$ cat config.mk
export PLATFORM = sky130hd
export DESIGN_NAME = swg_window_collapser
export DESIGN_NICKNAME = d
export VERILOG_FILES = /design/src/rtl/swg_window_collapser_pkg.sv /design/src/rtl/swg_collapse_history.sv /design/src/rtl/swg_window_collapser.sv
export SDC_FILE = /design/constraint.sdc
export NUM_CORES = 1
export LEC_CHECK = 0
export CAP_MARGIN = 25
export CORE_ASPECT_RATIO = 0.6
export CORE_UTILIZATION = 55
export DETAILED_ROUTE_END_ITERATION = 6
export PLACE_DENSITY = 0.81
export SLEW_MARGIN = 20
export SYNTH_ARGS = -nofsm -noshare
export SYNTH_HDL_FRONTEND = slang
export SYNTH_SLANG_ARGS = --single-unit
$ cat constraint.sdc
create_clock -name ap_clk -period 3.35 [get_ports ap_clk]
set_input_delay 0.5025 -clock ap_clk [delete_from_list [all_inputs] [get_ports ap_clk]]
set_output_delay 0.5025 -clock ap_clk [all_outputs]
set_load 0.01 [all_outputs]
$ cat src/rtl/swg_window_collapser_pkg.sv
// Shared types and modulo-K address helper for the window collapser.
package swg_window_collapser_pkg;

  // A beat is NEW when it holds an element that has not been emitted yet.
  typedef enum logic {
    BEAT_NEW = 1'b0,
    BEAT_OLD = 1'b1
  } beat_class_e;

  // (a + b) mod k, assuming a < k and b <= k.
  function automatic int unsigned wrap_add(input int unsigned a,
                                           input int unsigned b,
                                           input int unsigned k);
    int unsigned s;
    s = a + b;
    return (s >= k) ? (s - k) : s;
  endfunction

endpackage

$ cat src/rtl/swg_collapse_history.sv
// Holds the last DEPTH emitted elements so overlapping beats can be checked.
// Ports: clk; we/addr/wdata synchronous write; rdata asynchronous read of addr.
module swg_collapse_history #(
  parameter int unsigned DEPTH = 3,
  parameter int unsigned WIDTH = 8,
  parameter int unsigned AW    = 2
) (
  input  logic             clk,
  input  logic             we,
  input  logic [AW-1:0]    addr,
  input  logic [WIDTH-1:0] wdata,
  output logic [WIDTH-1:0] rdata
);

  logic [WIDTH-1:0] mem [DEPTH];

  // Storage only; contents after reset are don't-care.
  always_ff @(posedge clk) begin
    if (we) mem[addr] <= wdata;
  end

  assign rdata = mem[addr];

endmodule

$ cat src/rtl/swg_window_collapser.sv
// Collapses a stream of K-element windows (stride S) back into the unique
// feature-map element stream, optionally checking overlapping beats.
// Ports: ap_clk/ap_rst_n; in0_V_V_* window beat input (AXI-S);
//        out_V_V_* reconstructed element output (AXI-S);
//        mismatch_clr/mismatch sticky overlap-check flag; frame_done pulse.
module swg_window_collapser
  import swg_window_collapser_pkg::*;
#(
  parameter int unsigned BIT_WIDTH   = 8,
  parameter int unsigned SIMD        = 1,
  parameter int unsigned KERNEL      = 3,
  parameter int unsigned STRIDE      = 1,
  parameter int unsigned NUM_WINDOWS = 64,
  parameter int unsigned CHECK_EN    = 1
) (
  input  logic                      ap_clk,
  input  logic                      ap_rst_n,
  input  logic [BIT_WIDTH*SIMD-1:0] in0_V_V_TDATA,
  input  logic                      in0_V_V_TVALID,
  output logic                      in0_V_V_TREADY,
  output logic [BIT_WIDTH*SIMD-1:0] out_V_V_TDATA,
  output logic                      out_V_V_TVALID,
  input  logic                      out_V_V_TREADY,
  input  logic                      mismatch_clr,
  output logic                      mismatch,
  output logic                      frame_done
);

  localparam int unsigned DW = BIT_WIDTH * SIMD;
  localparam int unsigned PW = $clog2(KERNEL + 1);
  localparam int unsigned WW = $clog2(NUM_WINDOWS + 1);

  logic [PW-1:0] pos;
  logic [PW-1:0] base;
  logic [WW-1:0] win;

  beat_class_e   cls_c;
  logic [PW-1:0] addr_c;
  logic          in_hs_c;
  logic          pos_last_c;
  logic          win_last_c;
  logic          diff_c;
  logic [DW-1:0] hist_rd_c;

  // Classification, history address, ready and handshake.
  always_comb begin
    cls_c          = BEAT_OLD;
    addr_c         = PW'(wrap_add(32'(base), 32'(pos), KERNEL));
    in0_V_V_TREADY = 1'b0;
    // pos >= K-S written as pos+S >= K to stay non-constant when S==K.
    if (win == '0 || ({1'b0, pos} + (PW+1)'(STRIDE)) >= (PW+1)'(KERNEL))
      cls_c = BEAT_NEW;
    if (ap_rst_n)
      in0_V_V_TREADY = (cls_c == BEAT_OLD) || !out_V_V_TVALID || out_V_V_TREADY;
    in_hs_c    = in0_V_V_TVALID && in0_V_V_TREADY;
    pos_last_c = (pos == PW'(KERNEL - 1));
    win_last_c = (win == WW'(NUM_WINDOWS - 1));
    diff_c     = (CHECK_EN != 0) && in_hs_c && (cls_c == BEAT_OLD) &&
                 (hist_rd_c != in0_V_V_TDATA);
  end

  if (CHECK_EN != 0) begin : g_hist
    swg_collapse_history #(
      .DEPTH (KERNEL),
      .WIDTH (DW),
      .AW    (PW)
    ) u_hist (
      .clk   (ap_clk),
      .we    (in_hs_c && (cls_c == BEAT_NEW)),
      .addr  (addr_c),
      .wdata (in0_V_V_TDATA),
      .rdata (hist_rd_c)
    );
  end else begin : g_nohist
    assign hist_rd_c = in0_V_V_TDATA;
  end

  // Window position counters; base tracks (win*S) mod K.
  always_ff @(posedge ap_clk or negedge ap_rst_n) begin
    if (!ap_rst_n) begin
      pos        <= '0;
      win        <= '0;
      base       <= '0;
      frame_done <= 1'b0;
    end else begin
      frame_done <= in_hs_c && pos_last_c && win_last_c;
      if (in_hs_c) begin
        if (pos_last_c) begin
          pos <= '0;
          if (win_last_c) begin
            win  <= '0;
            base <= '0;
          end else begin
            win  <= win + 1'b1;
            base <= PW'(wrap_add(32'(base), STRIDE, KERNEL));
          end
        end else begin
          pos <= pos + 1'b1;
        end
      end
    end
  end

  // Output register slice for NEW beats.
  always_ff @(posedge ap_clk or negedge ap_rst_n) begin
    if (!ap_rst_n) begin
      out_V_V_TDATA  <= '0;
      out_V_V_TVALID <= 1'b0;
    end else if (in_hs_c && (cls_c == BEAT_NEW)) begin
      out_V_V_TDATA  <= in0_V_V_TDATA;
      out_V_V_TVALID <= 1'b1;
    end else if (out_V_V_TREADY) begin
      out_V_V_TVALID <= 1'b0;
    end
  end

  // Sticky mismatch flag; a new mismatch overrides a clear.
  always_ff @(posedge ap_clk or negedge ap_rst_n) begin
    if (!ap_rst_n)         mismatch <= 1'b0;
    else if (diff_c)       mismatch <= 1'b1;
    else if (mismatch_clr) mismatch <= 1'b0;
  end

endmodule

**After elaboration in Yosys (flattened, before gate mapping)**

Memories as Yosys holds them, arrays and structs flattened.
Cells that the tools add are included.
Widths: inputs -> output; s select.

- Add/sub/neg operators: 7
- Reductions and logical operators: 14
- Mux-type cells: 13
- Magnitude comparators: 3
- Eq/ne operators: 3

Operator list:

| operator | count |
|---|---|
| $ge 3x2->1 const B | 3 |
| $mux 1 | 8 |
| $mux 2 | 4 |
| $ne 8x8->1 | 1 |
| $add 7x1->7 const B | 1 |
| $eq 7x6->1 const B | 1 |
| $logic_not 7->1 | 1 |
| $mux 7 | 1 |
| $add 2x1->3 const B | 2 |
| $logic_and 1x1->1 | 6 |
| $reduce_bool 2->1 | 2 |
| $sub 2x2->2 const B | 2 |
| $add 2x2->3 | 1 |
| $logic_or 1x1->1 | 3 |
| $add 2x1->2 const B | 1 |
| $eq 2x2->1 const B | 1 |
| $reduce_and 2->1 | 1 |
| $logic_not 1->1 | 1 |

- Register bits after elaboration: 22
- Logic and storage cells: 48
- Bits in writable memories: 24
- Output and inout bits: 12
- Input bits: 13
- Memories kept: 1

Memory list:

| memory | words | bits a word | read ports | clocked after memory_dff | wr ports | line | text |
|---|---|---|---|---|---|---|---|
| g_hist.u_hist.mem | 3 | 8 | 1 | 0 | 1 | swg_collapse_history.sv:15 | `logic [WIDTH-1:0] mem [DEPTH];` |

**Longest topological paths before layout**

- Word-level depth: 11
- Mapped depth: 13
- Depth with buffers taken out: 12

**Modules after synthesis**

A second synthesis with hierarchy kept.

- Cells, all modules: 164
- Area, all modules: 2,082.0 um^2

Modules (own cells, without submodules):

| module | cells each | seq. area each (um^2) | area each (um^2) | instances |
|---|---|---|---|---|
| swg_window_collapser | 110 | 550.5 | 1,149.9 | 1 |
| swg_collapse_history | 54 | 720.7 | 932.1 | 1 |

**Least setup slack after synthesis**

OpenSTA, ideal clock, no wires.

- Kind: register -> register
- Start: register pos[0]
- End: register mismatch
- Clock period less this slack: 2,769 ps
- Buffers on the path: 1
- Data arrival time: 2,634 ps
- Stages on the path, launching flop included: 13
- Path slack: 581 ps
- Data required time: 3,215 ps
- Library setup time: 135 ps
- Cell sequence: dfrtp_1 ha_1 inv_1 fa_1 inv_1 ha_1 or3_1 buf_6 a32oi_1 or3_1 nand4_1 nor4_1 o22ai_1

- Word-level cells in the longest chain between the ends: 11
- Elaborated cells on any way between the ends: 18
- Classes of those cells: add/sub: 3; order compare: 2; eq/ne: 1; mux: 4; reduce/logical: 7; memory: 1

Ends and longest elaborated chain:

| item | line | text |
|---|---|---|
| from (decl) | swg_window_collapser.sv:33 | `logic [PW-1:0] pos;` |
| from (signal assigned) | swg_window_collapser.sv:98 | `pos <= pos + 1'b1;` |
| parallel branches: the longest is 9 deep, another holds $mem_v2 3x8 | - |  |
| $logic_and 1x1->1 (*) | swg_window_collapser.sv:58 | `diff_c = (CHECK_EN != 0) && in_hs_c && (cls_c == BEAT_OLD) &&` |
| $mux 1 or $reduce_bool 2->1 (tied branches) | - |  |
| to (signal assigned) | swg_window_collapser.sv:119 | `if (!ap_rst_n) mismatch <= 1'b0;` |
| to (signal assigned) | swg_window_collapser.sv:120 | `else if (diff_c) mismatch <= 1'b1;` |
| to (signal assigned) | swg_window_collapser.sv:121 | `else if (mismatch_clr) mismatch <= 1'b0;` |
| to (decl) | swg_window_collapser.sv:25 | `output logic mismatch,` |

Mark *: on every way between the ends.
A chain may end at the register's enable or synchronous reset.

**Worst setup path after layout**

Same ends and word-level chain as after synthesis.

==> reports/qor.yml <==
status: "finished clean"
synth_warnings: 0
drv_cap: 0
synthMuxAreaShare: 0.0463
tightest_slew_ns: 0.688
synth_compound_area_frac: 0.123
drive_gt1_frac: 0.107
critPathRequiredTime_ns: 3.52
ant_nets: 0
cts_buffers: 5
clockBufferDepth: 2
post-place-ws_ns: 0.152
final_common_cell: "o21ai_0"
post-dp-hpwl_um: 3420
numPortBuffers: 24
grt_antenna_before_repair: 0
insertion_delay_ns: 0.29
crit_path_end_kind: "register"
layout_min_cycle_time_ns: 3.15
ys_seq_elements: 46
syn_inst: 196
syn_avg_cell_area_um2: 11.0
fin_crit_sh: 0.941
worstSetupStartpointType: "register"
drc: 0
nFillCells: 259
clk_pin_slew_ns: 0.08
overflow: 0
leakage_nw: 0.984
fin_cells: 271
num_io_pins: 25
clock_skew_ns: 0.00844
path_class: "reg -> reg"
synth_fa_ha_area_frac: 0.0324
setup_viol: 0
wl_per_cell_um: 17.1
cts_hold_buf: 0
die_w_um: 83.0
die-area_um2: 4200
viasPerCell: 6.03
cts_tree: "done"
arrival_ns: 3.32
grt_first_pass_wirelength_um: 7580
drt_wl_total_um: 4640
synth_top_family_by_area: "simple AND/OR/NAND/NOR gates"
globalplace.congestion: 0.855
grt_pass1_vias: 1563
syn_to_final_growth_pct: 18.2
fmax_ghz: 0.317
power.density_nw_per_um2: 1110
vias: 1634
synth-simple-area-share: 0.154
postLayoutCoreUtil: 0.687
synthArstFlopShare: 0.478
final_cell_mix: "25 x o21ai_0, 24 x edfxtp_1, 24 x clkdlybuf4s50_1"
cts_root_buffer: "clkbuf_8"
synth_edf_count: 24
antenna_cells: 0
clkSinkCount: 46
htreeDepth: 2
critPathMaxFanout: 8
netlist_area_um2: 2160
grt_max_degree: 25
row_count: 17
dp.cells: 263
drt_iter0_drc: 156
fin_tns_setup_ns: 0
slew_headroom: 0.538
synth_flop_cell: "edfxtp_1"
synth_xor_xnor_area_share: 0.00810
slew_viol_final: 0
drtPass1Iterations: 5
coreArea_um2: 3720
synthesis.nets: 214
die_y_um: 50.6
ir_drop_mv: 0.601
synth-seq-area-share: 0.588
nNetsFinal: 241
grtUsageTotal: 0.244
start_util: 0.581
ys_types: 37
hold_viol_final: 0
hp-class: "reg -> reg"
setup_ws_ns: 0.197
power_w: 0.00284
-- what timing repair did --
action,4_1_cts,5_1_grt
resized for setup,0,5
endpoints found under the hold margin,0,0
buffers inserted,0,0
setup endpoints to repair,0,1
-- where the power goes --
| group | total, W | internal, W | switching, W | leakage, nW |
|---|---|---|---|---|
| Combinational | 0.00168 | 0.000698 | 0.000984 | 0.446 |
| Clock | 0.000316 | 0.000143 | 0.000172 | 0.0426 |
| Sequential | 0.000843 | 0.000755 | 0.0000887 | 0.495 |
| Total | 0.00284 | 0.00160 | 0.00124 | 0.984 |
-- worst max-delay path, cell delays in order, from the launching register on --
cell and delay, ns:
dfrtp_1 0.43, ha_1 0.18, inv_1 0.05, fa_1 0.52, inv_1 0.06, ha_1 0.33, or3_4 0.45, a32oi_1 0.27
or3_1 0.15, nand4_1 0.10, nor4_1 0.36, o22ai_1 0.13
-- cell usage after synthesis (2+ instances only) --
cell / instances / area (um2)
buf_2: 4 / 20.0
edfxtp_1: 24 / 721
and3_1: 2 / 12.5
nor4_1: 2 / 12.5
inv_1: 17 / 63.8
ha_1: 4 / 50.1
dfrtp_1: 22 / 551
nor2b_1: 2 / 12.5
or3_1: 11 / 68.8
clkbuf_1: 2 / 7.51
mux2_2: 8 / 90.1
a32oi_1: 7 / 61.3
nand4_1: 5 / 31.3
o21ai_0: 25 / 125
a31oi_1: 2 / 12.5
nor2_1: 14 / 52.6
nand3_1: 4 / 20.0
nand2_1: 18 / 67.6
nor3_1: 5 / 25.0
-- worst paths after layout --
kind | startpoint | endpoint | slack [ns] | cells past startpoint
max in group asynchronous | ap_rst_n | out_V_V_TDATA[7]$_DFFE_PN0P_ | 2.46 | 2
min in group asynchronous | ap_rst_n | pos[1]$_DFFE_PN0P_ | 0.66 | 2
worst max-delay path | pos[0]$_DFFE_PN0P_ | mismatch$_DFFE_PN0P_ | 0.20 | 11
worst min register to register | base[1]$_DFFE_PN0P_ | base[0]$_DFFE_PN0P_ | 0.50 | 1
worst max register to register | pos[0]$_DFFE_PN0P_ | mismatch$_DFFE_PN0P_ | 0.20 | 11
worst min-delay path | base[1]$_DFFE_PN0P_ | base[0]$_DFFE_PN0P_ | 0.50 | 1
-- routing by layer --
metal | part of all wire | GRT usage
met1 | 0.46 | 0.339
met5 | 0 | 0
met4 | 0.014 | 0.0718
met2 | 0.44 | 0.369
met3 | 0.086 | 0.0789
-- flip-flops by register name, indices dropped and copies added (netlist names) --
name and flops:
base 2, win 7, out_V_V_TDATA 8, mismatch 1, pos 2, g_hist.u_hist.mem 24, frame_done 1, out_V_V_TVALID 1
-- kinds of logic (layout without fill, tap and decap cells) --
group | Yosys count | count (layout)
AND/OR/NAND/NOR | 67 | 67
XOR/XNOR | 2 | 2
flip-flops | 46 | 46
buffers and inverters | 25 | 53
AO/OA/AOI/OAI | 42 | 42
multiplexers | 9 | 9
adder cells (fa/ha/maj) | 5 | 5
-- per-stage QoR --
stage,hold WS (ns),instance area (um2)
5_1_grt,0.515,2560
2_1_floorplan,0.207,2160
3_5_place_dp,0.492,2450
3_3_place_gp,0.453,2450
4_1_cts,0.504,2530
6_report,0.502,2560
-- cell type report --
type / instances / area [um2] / area share
inverter: 17 / 63.8 / 0.0250
multi-input combinational: 125 / 812 / 0.318
tap: 47 / 58.8 / 0.0230
clock buffer: 6 / 72.6 / 0.0284
sequential: 46 / 1270 / 0.497
clock inverter: 2 / 8.76 / 0.00342
timing repair buffer: 28 / 270 / 0.106
No activity file was read; power rests on OpenSTA's default activity.
